## src/rtl/qei_speed_array_pkg.sv

```systemverilog
// Shared configuration defaults, step encoding and x4 decode helper for the
// quadrature speed sampler.
`ifndef CLK_FREQ
`define CLK_FREQ 1000
`endif
`ifndef PID_SPEED_FREQ
`define PID_SPEED_FREQ 100
`endif
`ifndef QEI_RES
`define QEI_RES 16
`endif
`ifndef PID_RES
`define PID_RES 16
`endif

package qei_speed_array_pkg;

    localparam int DEF_CLK_FREQ   = `CLK_FREQ;
    localparam int DEF_SAMPLE_FREQ = `PID_SPEED_FREQ;
    localparam int DEF_QEI_RES    = `QEI_RES;
    localparam int DEF_SPEED_RES  = `PID_RES;

    // Encoded as the modular position delta, so the decode is a subtraction.
    typedef enum logic [1:0] {
        STEP_NONE = 2'd0,
        STEP_UP   = 2'd1,
        STEP_ERR  = 2'd2,
        STEP_DN   = 2'd3
    } step_e;

    // {A,B} maps onto positions 00->0, 01->1, 11->2, 10->3 around the x4 cycle.
    function automatic step_e qei_step(input logic [1:0] prev_ab, input logic [1:0] cur_ab);
        logic [1:0] p_prev;
        logic [1:0] p_cur;
        logic [1:0] delta;
        p_prev = {prev_ab[1], prev_ab[1] ^ prev_ab[0]};
        p_cur  = {cur_ab[1], cur_ab[1] ^ cur_ab[0]};
        delta  = p_cur - p_prev;
        return step_e'(delta);
    endfunction

endpackage

```

## src/rtl/qei_speed_array_decoder.sv

```systemverilog
// One encoder channel: 2-FF synchroniser on A/B plus x4 quadrature decode
// into single-cycle up / down / illegal-transition pulses.
module qei_decoder
    import qei_speed_array_pkg::*;
(
    input  logic clk,
    input  logic rst,
    input  logic a_i,
    input  logic b_i,
    output logic step_up_o,
    output logic step_dn_o,
    output logic err_o
);

    logic [1:0] sync1_q;
    logic [1:0] sync2_q;
    logic [1:0] prev_q;
    step_e      step;

    always_ff @(posedge clk or posedge rst) begin
        if (rst) begin
            sync1_q <= '0;
            sync2_q <= '0;
            prev_q  <= '0;
        end else begin
            sync1_q <= {a_i, b_i};
            sync2_q <= sync1_q;
            prev_q  <= sync2_q;
        end
    end

    assign step      = qei_step(prev_q, sync2_q);
    assign step_up_o = (step == STEP_UP);
    assign step_dn_o = (step == STEP_DN);
    assign err_o     = (step == STEP_ERR);

endmodule

```

## src/rtl/qei_speed_array.sv

```systemverilog
// N-channel quadrature speed sampler: per-window signed counts, optional
// block averaging of 2^AVG_LOG2 windows, saturated speeds with a common strobe.
module qei_speed_array
    import qei_speed_array_pkg::*;
#(
    parameter int CLK_FREQ    = DEF_CLK_FREQ,
    parameter int SAMPLE_FREQ = DEF_SAMPLE_FREQ,
    parameter int N_CH        = 2,
    parameter int QEI_RES     = DEF_QEI_RES,
    parameter int SPEED_RES   = DEF_SPEED_RES,
    parameter int AVG_LOG2    = 0
) (
    input  logic                      clk,
    input  logic                      rst,
    input  logic                      clr,
    input  logic                      en,
    input  logic [N_CH-1:0]           qeiA_i,
    input  logic [N_CH-1:0]           qeiB_i,
    output logic [N_CH*SPEED_RES-1:0] speed_o,
    output logic                      valid_o,
    output logic [N_CH-1:0]           ovf_o,
    output logic [N_CH-1:0]           err_o
);

    localparam int P  = CLK_FREQ / SAMPLE_FREQ;
    localparam int CW = $clog2(P);
    localparam int IW = (AVG_LOG2 > 0) ? AVG_LOG2 : 1;
    localparam int SW = QEI_RES + AVG_LOG2;
    localparam logic signed [QEI_RES:0]   ACC_MAX = (QEI_RES+1)'((1 <<< (QEI_RES-1)) - 1);
    localparam logic signed [QEI_RES-1:0] WIN_MAX = ACC_MAX[QEI_RES-1:0];

    logic [CW-1:0] cnt_q;
    logic [IW-1:0] idx_q;
    logic          valid_q;
    logic          tick;
    logic          last;

    assign tick = en && (cnt_q == CW'(P - 1));
    assign last = (idx_q == IW'((1 << AVG_LOG2) - 1));

    always_ff @(posedge clk or posedge rst) begin
        if (rst) begin
            cnt_q   <= '0;
            idx_q   <= '0;
            valid_q <= 1'b0;
        end else if (clr) begin
            cnt_q   <= '0;
            idx_q   <= '0;
            valid_q <= 1'b0;
        end else begin
            valid_q <= tick && last;
            if (tick) begin
                cnt_q <= '0;
                idx_q <= last ? '0 : idx_q + IW'(1);
            end else if (en) begin
                cnt_q <= cnt_q + CW'(1);
            end
        end
    end

    assign valid_o = valid_q;

    for (genvar i = 0; i < N_CH; i++) begin : g_ch
        logic                        up, dn, bad, lost;
        logic signed [QEI_RES-1:0]   acc_q, win;
        logic signed [QEI_RES:0]     inc;
        logic signed [SW-1:0]        sum_q, win_x, sum_in, avg;
        logic signed [SPEED_RES-1:0] spd_q, spd_d;
        logic                        ovf_q, err_q;

        qei_decoder u_dec (
            .clk       (clk),
            .rst       (rst),
            .a_i       (qeiA_i[i]),
            .b_i       (qeiB_i[i]),
            .step_up_o (up),
            .step_dn_o (dn),
            .err_o     (bad)
        );

        // Clamped window value including this cycle's step; on a tick it is
        // what the closing window contributes to the average.
        always_comb begin
            inc = {acc_q[QEI_RES-1], acc_q};
            if (up) inc = inc + (QEI_RES+1)'(1);
            if (dn) inc = inc - (QEI_RES+1)'(1);
            lost = 1'b0;
            win  = inc[QEI_RES-1:0];
            if (inc > ACC_MAX) begin
                win  = WIN_MAX;
                lost = 1'b1;
            end else if (inc < -ACC_MAX) begin
                win  = -WIN_MAX;
                lost = 1'b1;
            end
            win_x  = win;
            sum_in = sum_q + win_x;
            avg    = sum_in >>> AVG_LOG2;
        end

        if (SPEED_RES < QEI_RES) begin : g_sat
            localparam logic signed [SW-1:0] S_MAX = SW'((1 <<< (SPEED_RES-1)) - 1);
            localparam logic signed [SW-1:0] S_MIN = SW'(-(1 <<< (SPEED_RES-1)));
            assign spd_d = (avg > S_MAX) ? SPEED_RES'(S_MAX) :
                           (avg < S_MIN) ? SPEED_RES'(S_MIN) : avg[SPEED_RES-1:0];
        end else begin : g_ext
            assign spd_d = SPEED_RES'(avg);
        end

        always_ff @(posedge clk or posedge rst) begin
            if (rst) begin
                acc_q <= '0;
                sum_q <= '0;
                spd_q <= '0;
                ovf_q <= 1'b0;
                err_q <= 1'b0;
            end else if (clr) begin
                acc_q <= '0;
                sum_q <= '0;
                spd_q <= '0;
                ovf_q <= 1'b0;
                err_q <= 1'b0;
            end else begin
                if (bad) err_q <= 1'b1;
                if (en) begin
                    if (lost) ovf_q <= 1'b1;
                    if (tick) begin
                        acc_q <= '0;
                        if (last) begin
                            sum_q <= '0;
                            spd_q <= spd_d;
                        end else begin
                            sum_q <= sum_in;
                        end
                    end else begin
                        acc_q <= win;
                    end
                end
            end
        end

        assign speed_o[i*SPEED_RES +: SPEED_RES] = spd_q;
        assign ovf_o[i] = ovf_q;
        assign err_o[i] = err_q;
    end

endmodule

```

## config.mk

```make
export PLATFORM = sky130hd
export DESIGN_NAME = qei_speed_array
export DESIGN_NICKNAME = d
export VERILOG_FILES = /design/src/rtl/qei_speed_array_pkg.sv /design/src/rtl/qei_speed_array_decoder.sv /design/src/rtl/qei_speed_array.sv
export SDC_FILE = /design/constraint.sdc
export NUM_CORES = 1
export LEC_CHECK = 0
export ABC_CLOCK_PERIOD_IN_PS = 8200
export CAP_MARGIN = 20
export CELL_PAD_IN_SITES_DETAIL_PLACEMENT = 1
export CELL_PAD_IN_SITES_GLOBAL_PLACEMENT = 1
export CORE_UTILIZATION = 40
export CTS_BUF_LIST = sky130_fd_sc_hd__clkbuf_8 sky130_fd_sc_hd__clkbuf_16
export DETAILED_ROUTE_END_ITERATION = 8
export PLACE_DENSITY = 0.85
export SETUP_SLACK_MARGIN = 0.05
export SLEW_MARGIN = 20
export SYNTH_ARGS = -nofsm -noshare
export SYNTH_HDL_FRONTEND = slang
export SYNTH_SLANG_ARGS = --single-unit
```

## constraint.sdc

```tcl
create_clock -name clk -period 8.2 [get_ports clk]
set_clock_uncertainty 0.2 [all_clocks]
set_input_delay 0.82 -clock clk [delete_from_list [all_inputs] [get_ports clk]]
set_output_delay 0.82 -clock clk [all_outputs]
set_load 0.05 [all_outputs]
```

==> results of run 1 <==
state kept, by name (all words and copies together) (netlist names):
name                count
cnt_q                   4
g_ch.u_dec.sync2_q      4
g_ch.u_dec.sync1_q      4
g_ch.ovf_q              2
g_ch.spd_q             32
valid_o                 1
g_ch.acc_q             32
g_ch.u_dec.prev_q       4
g_ch.err_q              2
metrics by stage:
stage / power (mW) / worst slack [ns] / hold WS, ns / utilization (%) / instances
CTS: 2.29 / 3.07 / 0.156 / 47.5 / 814
floorplan: 1.51 / 3.69 / 0.131 / - / 633
global placement: 1.73 / 3.43 / 0.136 / 45.0 / 799
global route: 2.44 / 2.59 / 0.158 / 47.5 / 814
finish: 2.30 / 3.00 / 0.153 / 47.5 / 814
detailed placement: 1.79 / 3.09 / 0.141 / 45.0 / 799
cells in the mapped netlist (all sizes together), types with 3 or more instances:
cell type	count	area [um^2]
xnor2	41	367
a21oi	26	130
or3	3	18.8
or4	3	26.3
mux2i	7	70.1
nor3	15	75.1
a32o	23	230
ha	8	100
dfrtp	85	2130
inv	10	37.5
nor2	70	263
and4	3	26.3
and3	6	37.5
nor2b	5	31.3
nand4	11	68.8
nor4	12	96.3
a21o	5	38.8
buf	9	52.6
o22ai	7	50.1
nand2b	6	37.5
and2	4	27.5
o21ai	37	189
nand2	60	225
maj3	6	60.1
nand3	19	95.1
xor2	23	201
a22o	9	78.8
a31oi	8	50.1
clkbuf	49	184
a211oi	15	113
or2	4	25.0
o21a	3	22.5
a311oi	3	32.5
nor3b	3	22.5
area by class of cell:
type | count | area (um^2) | share of cell area, %
multi-input cells | 480 | 3190 | 50.0
flip-flops and latches | 85 | 2130 | 33.3
repair buffers | 48 | 474 | 7.42
clock buffers | 9 | 225 | 3.52
well taps | 176 | 220 | 3.45
clock inverters | 6 | 113 | 1.76
inverters | 10 | 38.8 | 0.607
per-layer routing:
layer,global-route usage (%),routed length (um),up-vias
met1,34.7,8060,2554
met2,36.8,7560,119
met3,4.10,730,16
met5,0,0,-
met4,7.73,239,0
li1,-,-,2292
where the power goes:
| group | internal [mW] | total, mW | switching [mW] |
|---|---|---|---|
| sequential | 0.482 | 0.652 | 0.171 |
| clock | 0.297 | 0.480 | 0.184 |
| combinational | 0.440 | 1.16 | 0.725 |
cells by family after synthesis:
| family | after synthesis |
|---|---|
| adder cells (fa/ha/maj) | 14 |
| XOR/XNOR | 66 |
| buffers and inverters | 68 |
| AND/OR/NAND/NOR | 232 |
| AO/OA/AOI/OAI | 160 |
| flip-flops | 85 |
| multiplexers | 8 |
worst max-delay path by stage:
stage	from	end
2_1_floorplan	g_ch[1].u_dec.sync2_q[0]$_DFF_PP0_	g_ch[1].spd_q[0]$_DFFE_PP0P_
3_3_place_gp	g_ch[1].u_dec.sync2_q[1]$_DFF_PP0_	g_ch[1].spd_q[0]$_DFFE_PP0P_
3_5_place_dp	g_ch[1].u_dec.sync2_q[1]$_DFF_PP0_	g_ch[1].acc_q[8]$_DFFE_PP0P_
4_1_cts	g_ch[1].u_dec.sync2_q[1]$_DFF_PP0_	g_ch[1].spd_q[0]$_DFFE_PP0P_
5_1_grt	g_ch[1].u_dec.sync2_q[1]$_DFF_PP0_	g_ch[1].acc_q[4]$_DFFE_PP0P_
6_report	g_ch[1].u_dec.sync2_q[1]$_DFF_PP0_	g_ch[1].spd_q[0]$_DFFE_PP0P_
==> flow_summary_export.csv, run 1 <==
group,metric,value,unit
run_status,outcome,"finished, final reports clean",
sta,period_share,63.5,%
routing,num_vias,4981,
synthesis,synth.avg_cell_area,8.83,um^2
setup_path,critical_path_depth,14,
clocking,ctsHoldBuffers,0,
finish,fillers,1582,
routing,first_pass_iters,5,
synthesis,synth.ff_latch_count,85,
sta,relSlewSlack,26.3,%
sta,setup_viol,0,
synthesis,synth_warnings,0,
finish,final_common_cell,"dfrtp_1",
finish,drive_gt1_share,5.64,%
clocking,clock-root-buffer,"clkbuf_16",
clocking,cts_tree,"yes",
clocking,cts_sinks,85,
synthesis,async_reset_ff_share,100,%
setup_path,crit_path_max_incr_delay,0.55,ns
routing,routed_wl,16.6,mm
placed_design,gp_congestion,0.892,
grt,grt_util_all_layers,24.1,%
grt,grt_pass1_vias,4989,
floorplanning,die-area,14400,um^2
clocking,path_clk_slew,0.07,ns
finish,antenna_cells,0,
sta,slew_viol_final,0,
routing,ant_nets,0,
sta,tightest_slew,1.10,ns
setup_path,ff2ff_setup_slack,3.00,ns
routing,drt-initial-drc-count,397,
setup_path,crit_path_max_fanout,16,
synthesis,netlist_area,5590,um^2
worst_hold_path,holdPathEnd,"g_ch[1].u_dec.sync2_q[0]$_DFF_PP0_",
grt,grt_max_degree,86,
routing,drcViolationCount,0,
pwr,ir_drop,109,uV
setup_path,cp.arrival,5.26,ns
clocking,clk_latency,0.36,ns
synthesis,synthAdderAreaFrac,2.87,%
grt,grt_overflow,0,
floorplanning,rows,42,
routing,viasPerCell,6.12,
pwr,power_density,359,nW/um^2
placed_design,dp_hpwl,11.4,mm
sta,hold_violations,0,
floorplanning,core-area,13500,um^2
worst_hold_path,min_path_type,"flip-flop to flip-flop",
setup_path,path_cells,"xnor2_1, ha_1, xor3_2, nor2_1, mux2i_1, ha_1, nor4bb_1, nand3_1, o21ai_0, xnor2_1, or4_4, o41ai_4, o21ai_2, a311oi_2",
finish,final_area,6390,um^2
grt,antenna_found_initial,0,
floorplanning,start_util,41.5,%
setup_path,reg2reg_to,"g_ch[1].spd_q[0]$_DFFE_PP0P_",
finish,final_cell_mix,"85 x dfrtp_1, 69 x nor2_1, 60 x nand2_1",
clocking,clk_path_buf_depth,2,
setup_path,start_kind,"flip-flop",
synthesis,synthXorXnorAreaFrac,11.0,%
clocking,cts-resized-gates,0,
finish,area_growth,14.4,%
finish,nNetsFinal,650,
setup_path,critical_path_class,"flip-flop to flip-flop",
routing,routedWlPerCell,20.4,um
synthesis,syn_nets,649,
synthesis,synth-simple-area-share,20.5,%
synthesis,synth_top_family_by_area,"compound AO/OA/AOI/OAI gates",
setup_path,crit_path_end_kind,"flip-flop",
run,drv_cap,0,
floorplanning,pin_count,45,
clocking,htree_levels,3,
synthesis,synth_compound_area_share,21.1,%
floorplanning,fp.dieH,120,um
synthesis,ys_seq_area_share,38.1,%
grt,grt_pass1_wl,26.9,mm
setup_path,cp_data_required_time,8.26,ns
pwr,leakagePower,2.53,nW
synthesis,synth.mux.area_fraction,1.46,%
setup_path,cp_top_family,"simple AND/OR/NAND/NOR gates",
synthesis,netlist_instances,633,
synthesis,synth_cell_types,72,
sta,rsz0062_at_grt,"no",
setup_path,slowest_stage,"or4_4",
clocking,cts_setup_buffers,0,
synthesis,ys.flop_type,"dfrtp_1",
worst_hold_path,holdPathStages,0,
setup_path,reg2regPathDepth,14,
setup_path,reg2reg_from,"g_ch[1].u_dec.sync2_q[1]$_DFF_PP0_",
sta,tns,0,ns
clocking,numCtsBuffers,9,
synthesis,synth-edff-count,0,
floorplanning,die_x,120,um
worst_hold_path,min-delay-start,"g_ch[1].u_dec.sync1_q[0]$_DFF_PP0_",
placed_design,port_buffers,44,
sta,fmax,192,MHz
sta,fin_crit,5.20,ns
setup_path,crit_buf_inv,0,
placed_design,place_area,6050,um^2
No activity file was read; power rests on OpenSTA's default activity.
==> run 2, diff against run 1 <==
--- a/config.mk
+++ b/config.mk
@@ -5,7 +5,7 @@
 export SDC_FILE = /design/constraint.sdc
 export NUM_CORES = 1
 export LEC_CHECK = 0
-export ABC_CLOCK_PERIOD_IN_PS = 8200
+export ABC_CLOCK_PERIOD_IN_PS = 5300
 export CAP_MARGIN = 20
 export CELL_PAD_IN_SITES_DETAIL_PLACEMENT = 1
 export CELL_PAD_IN_SITES_GLOBAL_PLACEMENT = 1
==> constraint.sdc (replaced) <==
create_clock -name clk -period 5.3 [get_ports clk]
set_clock_uncertainty 0.2 [all_clocks]
set_input_delay 0.53 -clock clk [delete_from_list [all_inputs] [get_ports clk]]
set_output_delay 0.53 -clock clk [all_outputs]
set_load 0.05 [all_outputs]
==> run 2 against run 1 <==
- clock power grew 28%
- highest routed layer unchanged
- utilization shrank 0.056 points
- fmax grew 9.4%
- first-iteration DRC count shrank 7.3%
- critical endpoint unchanged
- sequential power grew 55%
- global-route usage grew 0.27 points
==> flow_summary_export.csv, run 2 (synthesis gave the netlist of run 1 again) <==
group,metric,value,unit
setup_path,crit_path_end_kind,"flip-flop",
finish,area_growth,14.3,%
floorplanning,fp.dieH,120,um
placed_design,port_buffers,44,
routing,viasPerCell,6.05,
grt,grt_pass1_vias,5103,
clocking,clock-root-buffer,"clkbuf_16",
grt,grt_util_all_layers,24.4,%
routing,drcViolationCount,0,
pwr,power_density,538,nW/um^2
clocking,path_clk_slew,0.06,ns
sta,relSlewSlack,28.9,%
finish,drive_gt1_share,6.67,%
grt,grt_pass1_wl,27.4,mm
finish,nNetsFinal,656,
run,drv_cap,0,
floorplanning,die_x,120,um
run_status,outcome,"finished, final reports clean",
setup_path,cp.arrival,4.82,ns
worst_hold_path,min_path_type,"flip-flop to flip-flop",
floorplanning,rows,42,
finish,final_cells,821,
pwr,internal_power,1.78,mW
pwr,finalPower,3.43,mW
setup_path,reg2reg_to,"g_ch[1].spd_q[0]$_DFFE_PP0P_",
placed_design,dp_hpwl,11.7,mm
setup_path,reg2regPathDepth,14,
sta,fmax,210,MHz
finish,final_cell_mix,"85 x dfrtp_1, 68 x nor2_1, 60 x nand2_1",
grt,antenna_found_initial,0,
placed_design,gp_congestion,0.894,
pwr,combPwrFrac,52.7,%
sta,tightest_slew,1.07,ns
clocking,htree_levels,3,
setup_path,worstSetupStartpoint,"g_ch[1].u_dec.sync2_q[0]$_DFF_PP0_",
pwr,power_frac_seq,29.4,%
clocking,clk_path_buf_depth,2,
routing,num_vias,4965,
floorplanning,start_util,41.5,%
sta,slew_viol_final,0,
grt,grt_max_degree,53,
pwr,leakagePower,2.53,nW
sta,fin_crit,4.76,ns
pwr,p_sw,1.65,mW
setup_path,critical_path_class,"flip-flop to flip-flop",
clocking,clk_latency,0.36,ns
clocking,ctsHoldBuffers,0,
sta,hold_violations,0,
routing,drt-initial-drc-count,368,
clocking,cts_tree,"yes",
placed_design,placed_cells,805,
finish,final_common_cell,"dfrtp_1",
setup_path,reg2reg_from,"g_ch[1].u_dec.sync2_q[0]$_DFF_PP0_",
routing,routed_wl,16.4,mm
routing,routedWlPerCell,20.0,um
grt,grt_overflow,0,
floorplanning,pin_count,45,
finish,reg_top3,"g_ch.acc_q (32), g_ch.spd_q (32)",
routing,ant_nets,0,
floorplanning,core-area,13500,um^2
sta,rsz0062_at_grt,"no",
floorplanning,die-area,14400,um^2
setup_path,ff2ff_setup_slack,0.54,ns
sta,setup_ws,0.542,ns
finish,antenna_cells,0,
clocking,cts_sinks,85,
placed_design,post-place-ws,0.238,ns
finish,final_area,6380,um^2
pwr,clkPwrFrac,17.9,%
setup_path,cp_data_required_time,5.36,ns
setup_path,crit_path_end,"g_ch[1].spd_q[0]$_DFFE_PP0P_",
pwr,ir_drop,209,uV
clocking,numCtsBuffers,9,
setup_path,start_kind,"flip-flop",
sta,tns,0,ns
sta,setup_viol,0,
sta,period_share,89.8,%
setup_path,crit_path_max_fanout,16,
pwr,swShare,48.1,%
placed_design,place_area,6090,um^2
routing,first_pass_iters,4,
==> run 2: power groups by stage <==
stage               registers, mW  logic [mW]  clock network (mW)
global placement            0.993        1.69                   0
finish                       1.01        1.81               0.614
global route                 1.03        1.98               0.645
floorplan                   0.808        1.52                   0
CTS                         0.996        1.79               0.627
detailed placement           1.01        1.77                   0
==> run 2: final cells by class <==
class | count | area [um^2]
flip-flops and latches | 85 | 2130
clock inverters | 5 | 27.5
multi-input cells | 480 | 3200
well taps | 176 | 220
repair buffers | 54 | 515
fillers | 1582 | 7070
inverters | 10 | 38.8
clock buffers | 11 | 253
==> run 2: repair_timing <==
| action | 4_1_cts | 5_1_grt |
|---|---|---|
| resized for setup | 0 | 3 |
| setup endpoints to repair | 0 | 13 |
| buffers inserted | 0 | 0 |
==> run 2: worst min path at each step <==
stage	startpoint	endpoint	slack (ns)	depth (start not counted)
finish	g_ch[0].u_dec.sync1_q[1]$_DFF_PP0_	g_ch[0].u_dec.sync2_q[1]$_DFF_PP0_	0.15	0
CTS	g_ch[0].u_dec.sync1_q[1]$_DFF_PP0_	g_ch[0].u_dec.sync2_q[1]$_DFF_PP0_	0.15	0
global route	g_ch[0].u_dec.sync1_q[1]$_DFF_PP0_	g_ch[0].u_dec.sync2_q[1]$_DFF_PP0_	0.16	0
detailed placement	g_ch[0].u_dec.sync1_q[1]$_DFF_PP0_	g_ch[0].u_dec.sync2_q[1]$_DFF_PP0_	0.14	0
floorplan	g_ch[0].u_dec.sync1_q[0]$_DFF_PP0_	g_ch[0].u_dec.sync2_q[0]$_DFF_PP0_	0.13	0
global placement	g_ch[0].u_dec.sync1_q[0]$_DFF_PP0_	g_ch[0].u_dec.sync2_q[0]$_DFF_PP0_	0.13	0
==> run 2: routing by layer <==
layer / part of all wire (%) / global-route usage, % / up-vias
met5: 0 / 0 / -
met4: 1.8 / 7.81 / 0
met3: 4.1 / 4.06 / 21
met2: 45 / 37.8 / 124
met1: 49 / 34.6 / 2510
li1: - / - / 2310
==> run 2: per-stage QoR <==
| stage | utilization [%] | hold slack, ns |
|---|---|---|
| 2_1_floorplan | - | 0.131 |
| 3_3_place_gp | 45.3 | 0.134 |
| 3_5_place_dp | 45.3 | 0.136 |
| 4_1_cts | 47.4 | 0.151 |
| 5_1_grt | 47.5 | 0.162 |
| 6_report | 47.5 | 0.150 |
==> run 2: worst max-delay path: stages (launching register included) <==
cell	delay [ns]
dfrtp_1	0.40
xnor2_1	0.18
ha_1	0.18
xor3_2	0.41
nor2_2	0.30
mux2i_1	0.24
ha_1	0.26
nor4bb_2	0.41
nor4b_1	0.32
a31oi_1	0.08
a2111o_1	0.40
or4_4	0.44
o41ai_4	0.43
o21ai_2	0.12
a311oi_2	0.30
==> run 3, diff against run 2 <==
--- a/config.mk
+++ b/config.mk
@@ -14,7 +14,7 @@
 export DETAILED_ROUTE_END_ITERATION = 8
 export PLACE_DENSITY = 0.85
 export SETUP_SLACK_MARGIN = 0.05
-export SLEW_MARGIN = 20
+export SLEW_MARGIN = 30
 export SYNTH_ARGS = -nofsm -noshare
 export SYNTH_HDL_FRONTEND = slang
 export SYNTH_SLANG_ARGS = --single-unit
==> run 3 against run 2 <==
- sequential share of layout area is essentially flat
- critical path depth is the same
- routed wire length shrank 0.41%
- final area grew 0.14%
- first-iteration DRC count shrank 3.0%
- clock power is essentially flat
- flip-flop and latch count is the same
- via count grew 0.28%
- die area is the same
- sequential power is essentially flat
- highest routed layer unchanged
==> flow_summary_export.csv, run 3 (synthesis gave the netlist of run 1 again) <==
group,metric,value,unit
grt,grt_busiest_layer,"met2",
finish,area_growth,14.4,%
sta,setup_viol,0,
pwr,p_sw,1.65,mW
sta,fin_crit,4.75,ns
placed_design,gp_congestion,0.894,
grt,grt_max_degree,53,
pwr,internal_power,1.78,mW
clocking,cts_sinks,85,
clocking,path_clk_slew,0.06,ns
placed_design,dp_hpwl,11.7,mm
finish,nNetsFinal,656,
clocking,clk_latency,0.35,ns
finish,final_cell_mix,"85 x dfrtp_1, 68 x nor2_1, 60 x nand2_1",
grt,grt_overflow,0,
run_status,outcome,"finished, final reports clean",
worst_hold_path,holdPathStages,0,
clocking,numCtsBuffers,9,
floorplanning,die-area,14400,um^2
finish,fillers,1582,
finish,antenna_cells,0,
routing,drcViolationCount,0,
pwr,swShare,48.1,%
clocking,htree_levels,3,
grt,grt_util_all_layers,24.4,%
routing,viasPerCell,6.06,
setup_path,ff2ff_setup_slack,0.55,ns
placed_design,port_buffers,44,
routing,routedWlPerCell,19.9,um
routing,routed_wl,16.3,mm
sta,relSlewSlack,38.1,%
finish,final_common_cell,"dfrtp_1",
pwr,combPwrFrac,52.8,%
sta,tns,0,ns
sta,rsz0062_at_grt,"no",
floorplanning,rows,42,
grt,grt_pass1_wl,27.4,mm
clocking,ctsHoldBuffers,0,
sta,period_share,89.7,%
floorplanning,die_x,120,um
floorplanning,core-area,13500,um^2
sta,fmax,210,MHz
grt,grt_use_met1,34.6,%
clocking,clock-root-buffer,"clkbuf_16",
pwr,finalPower,3.44,mW
pwr,ir_drop,210,uV
clocking,clk_path_buf_depth,2,
pwr,power_density,538,nW/um^2
setup_path,crit_path_end_kind,"flip-flop",
routing,drt-initial-drc-count,357,
routing,num_vias,4979,
floorplanning,fp.dieH,120,um
sta,slew_viol_final,0,
setup_path,cp.arrival,4.78,ns
sta,tightest_slew,0.926,ns
grt,grt_pass1_vias,5103,
setup_path,cp_data_required_time,5.32,ns
routing,ant_nets,0,
setup_path,reg2regPathDepth,14,
finish,regArea,2130,um^2
floorplanning,start_util,41.5,%
clocking,cts-resized-gates,0,
routing,first_pass_iters,4,
grt,grt_use_met2,37.8,%
run,drv_cap,0,
grt,antenna_found_initial,0,
clocking,cts_setup_buffers,0,
setup_path,critical_path_class,"flip-flop to flip-flop",
worst_hold_path,min_path_type,"flip-flop to flip-flop",
finish,reg_top3,"g_ch.acc_q (32), g_ch.spd_q (32)",
grt,met3_usage,4.06,%
pwr,leakagePower,2.54,nW
pwr,clkPwrFrac,17.8,%
floorplanning,pin_count,45,
sta,hold_violations,0,
setup_path,crit_path_max_fanout,16,
clocking,cts_tree,"yes",
setup_path,start_kind,"flip-flop",
pwr,power_frac_seq,29.4,%
finish,multi_input_area,3210,um^2
finish,drive_gt1_share,6.67,%
run 3: cell count changes in the layout (fill, tap and decap cells not counted), sizes merged:
cell	change
inv	+1
clkinv	-1
run 3: cell type report:
class	instances	share of cell area (%)
Sequential cell	85	33.3
Inverter	10	0.626
Multi-Input combinational cell	480	50.2
Timing Repair Buffer	54	8.06
Clock inverter	5	0.431
Clock buffer	11	3.95
Tap cell	176	3.44
run 3: layer usage:
layer	share of wire (%)	wire, um
met5	0	0
met4	1.7	273
met3	4.2	687
met2	45	7380
met1	49	7990
run 3: power by group through the flow:
stage,sequential (mW),clock (mW),combinational [mW]
finish,1.01,0.612,1.82
global route,1.03,0.645,1.98
CTS,0.996,0.627,1.79
detailed placement,1.01,0,1.77
global placement,0.993,0,1.69
floorplan,0.808,0,1.52
run 3: worst paths after layout:
kind | from | to
worst max-delay path | g_ch[1].u_dec.sync2_q[0]$_DFF_PP0_ | g_ch[1].acc_q[8]$_DFFE_PP0P_
worst min-delay path | g_ch[0].u_dec.sync1_q[1]$_DFF_PP0_ | g_ch[0].u_dec.sync2_q[1]$_DFF_PP0_
worst max register to register | g_ch[1].u_dec.sync2_q[0]$_DFF_PP0_ | g_ch[1].acc_q[8]$_DFFE_PP0P_
worst min register to register | g_ch[0].u_dec.sync1_q[1]$_DFF_PP0_ | g_ch[0].u_dec.sync2_q[1]$_DFF_PP0_
max in group asynchronous | rst | g_ch[0].u_dec.prev_q[1]$_DFF_PP0_
min in group asynchronous | rst | g_ch[1].spd_q[7]$_DFFE_PP0P_
run 3: per-stage QoR:
step | util, % | cells | cell area, um^2 | hold WS, ns | setup slack [ns]
finish | 47.5 | 821 | 6390 | 0.150 | 0.548
floorplan | - | 633 | 5590 | 0.131 | 0.791
global placement | 45.3 | 805 | 6090 | 0.134 | 0.509
global route | 47.5 | 821 | 6390 | 0.162 | 0.168
detailed placement | 45.3 | 805 | 6090 | 0.136 | 0.238
CTS | 47.4 | 821 | 6370 | 0.151 | 0.206
run 3: critical path, stage by stage, from the launching register on:
cell and delay (ns):
dfrtp_1 0.40, xnor2_1 0.18, ha_1 0.18, xor3_2 0.41, nor2_2 0.29, mux2i_1 0.24
ha_1 0.26, nor4bb_2 0.41, nor4b_1 0.32, a31oi_1 0.08, a2111o_1 0.39, or4_4 0.44
o41ai_4 0.43, a21o_2 0.27, o21ai_0 0.12
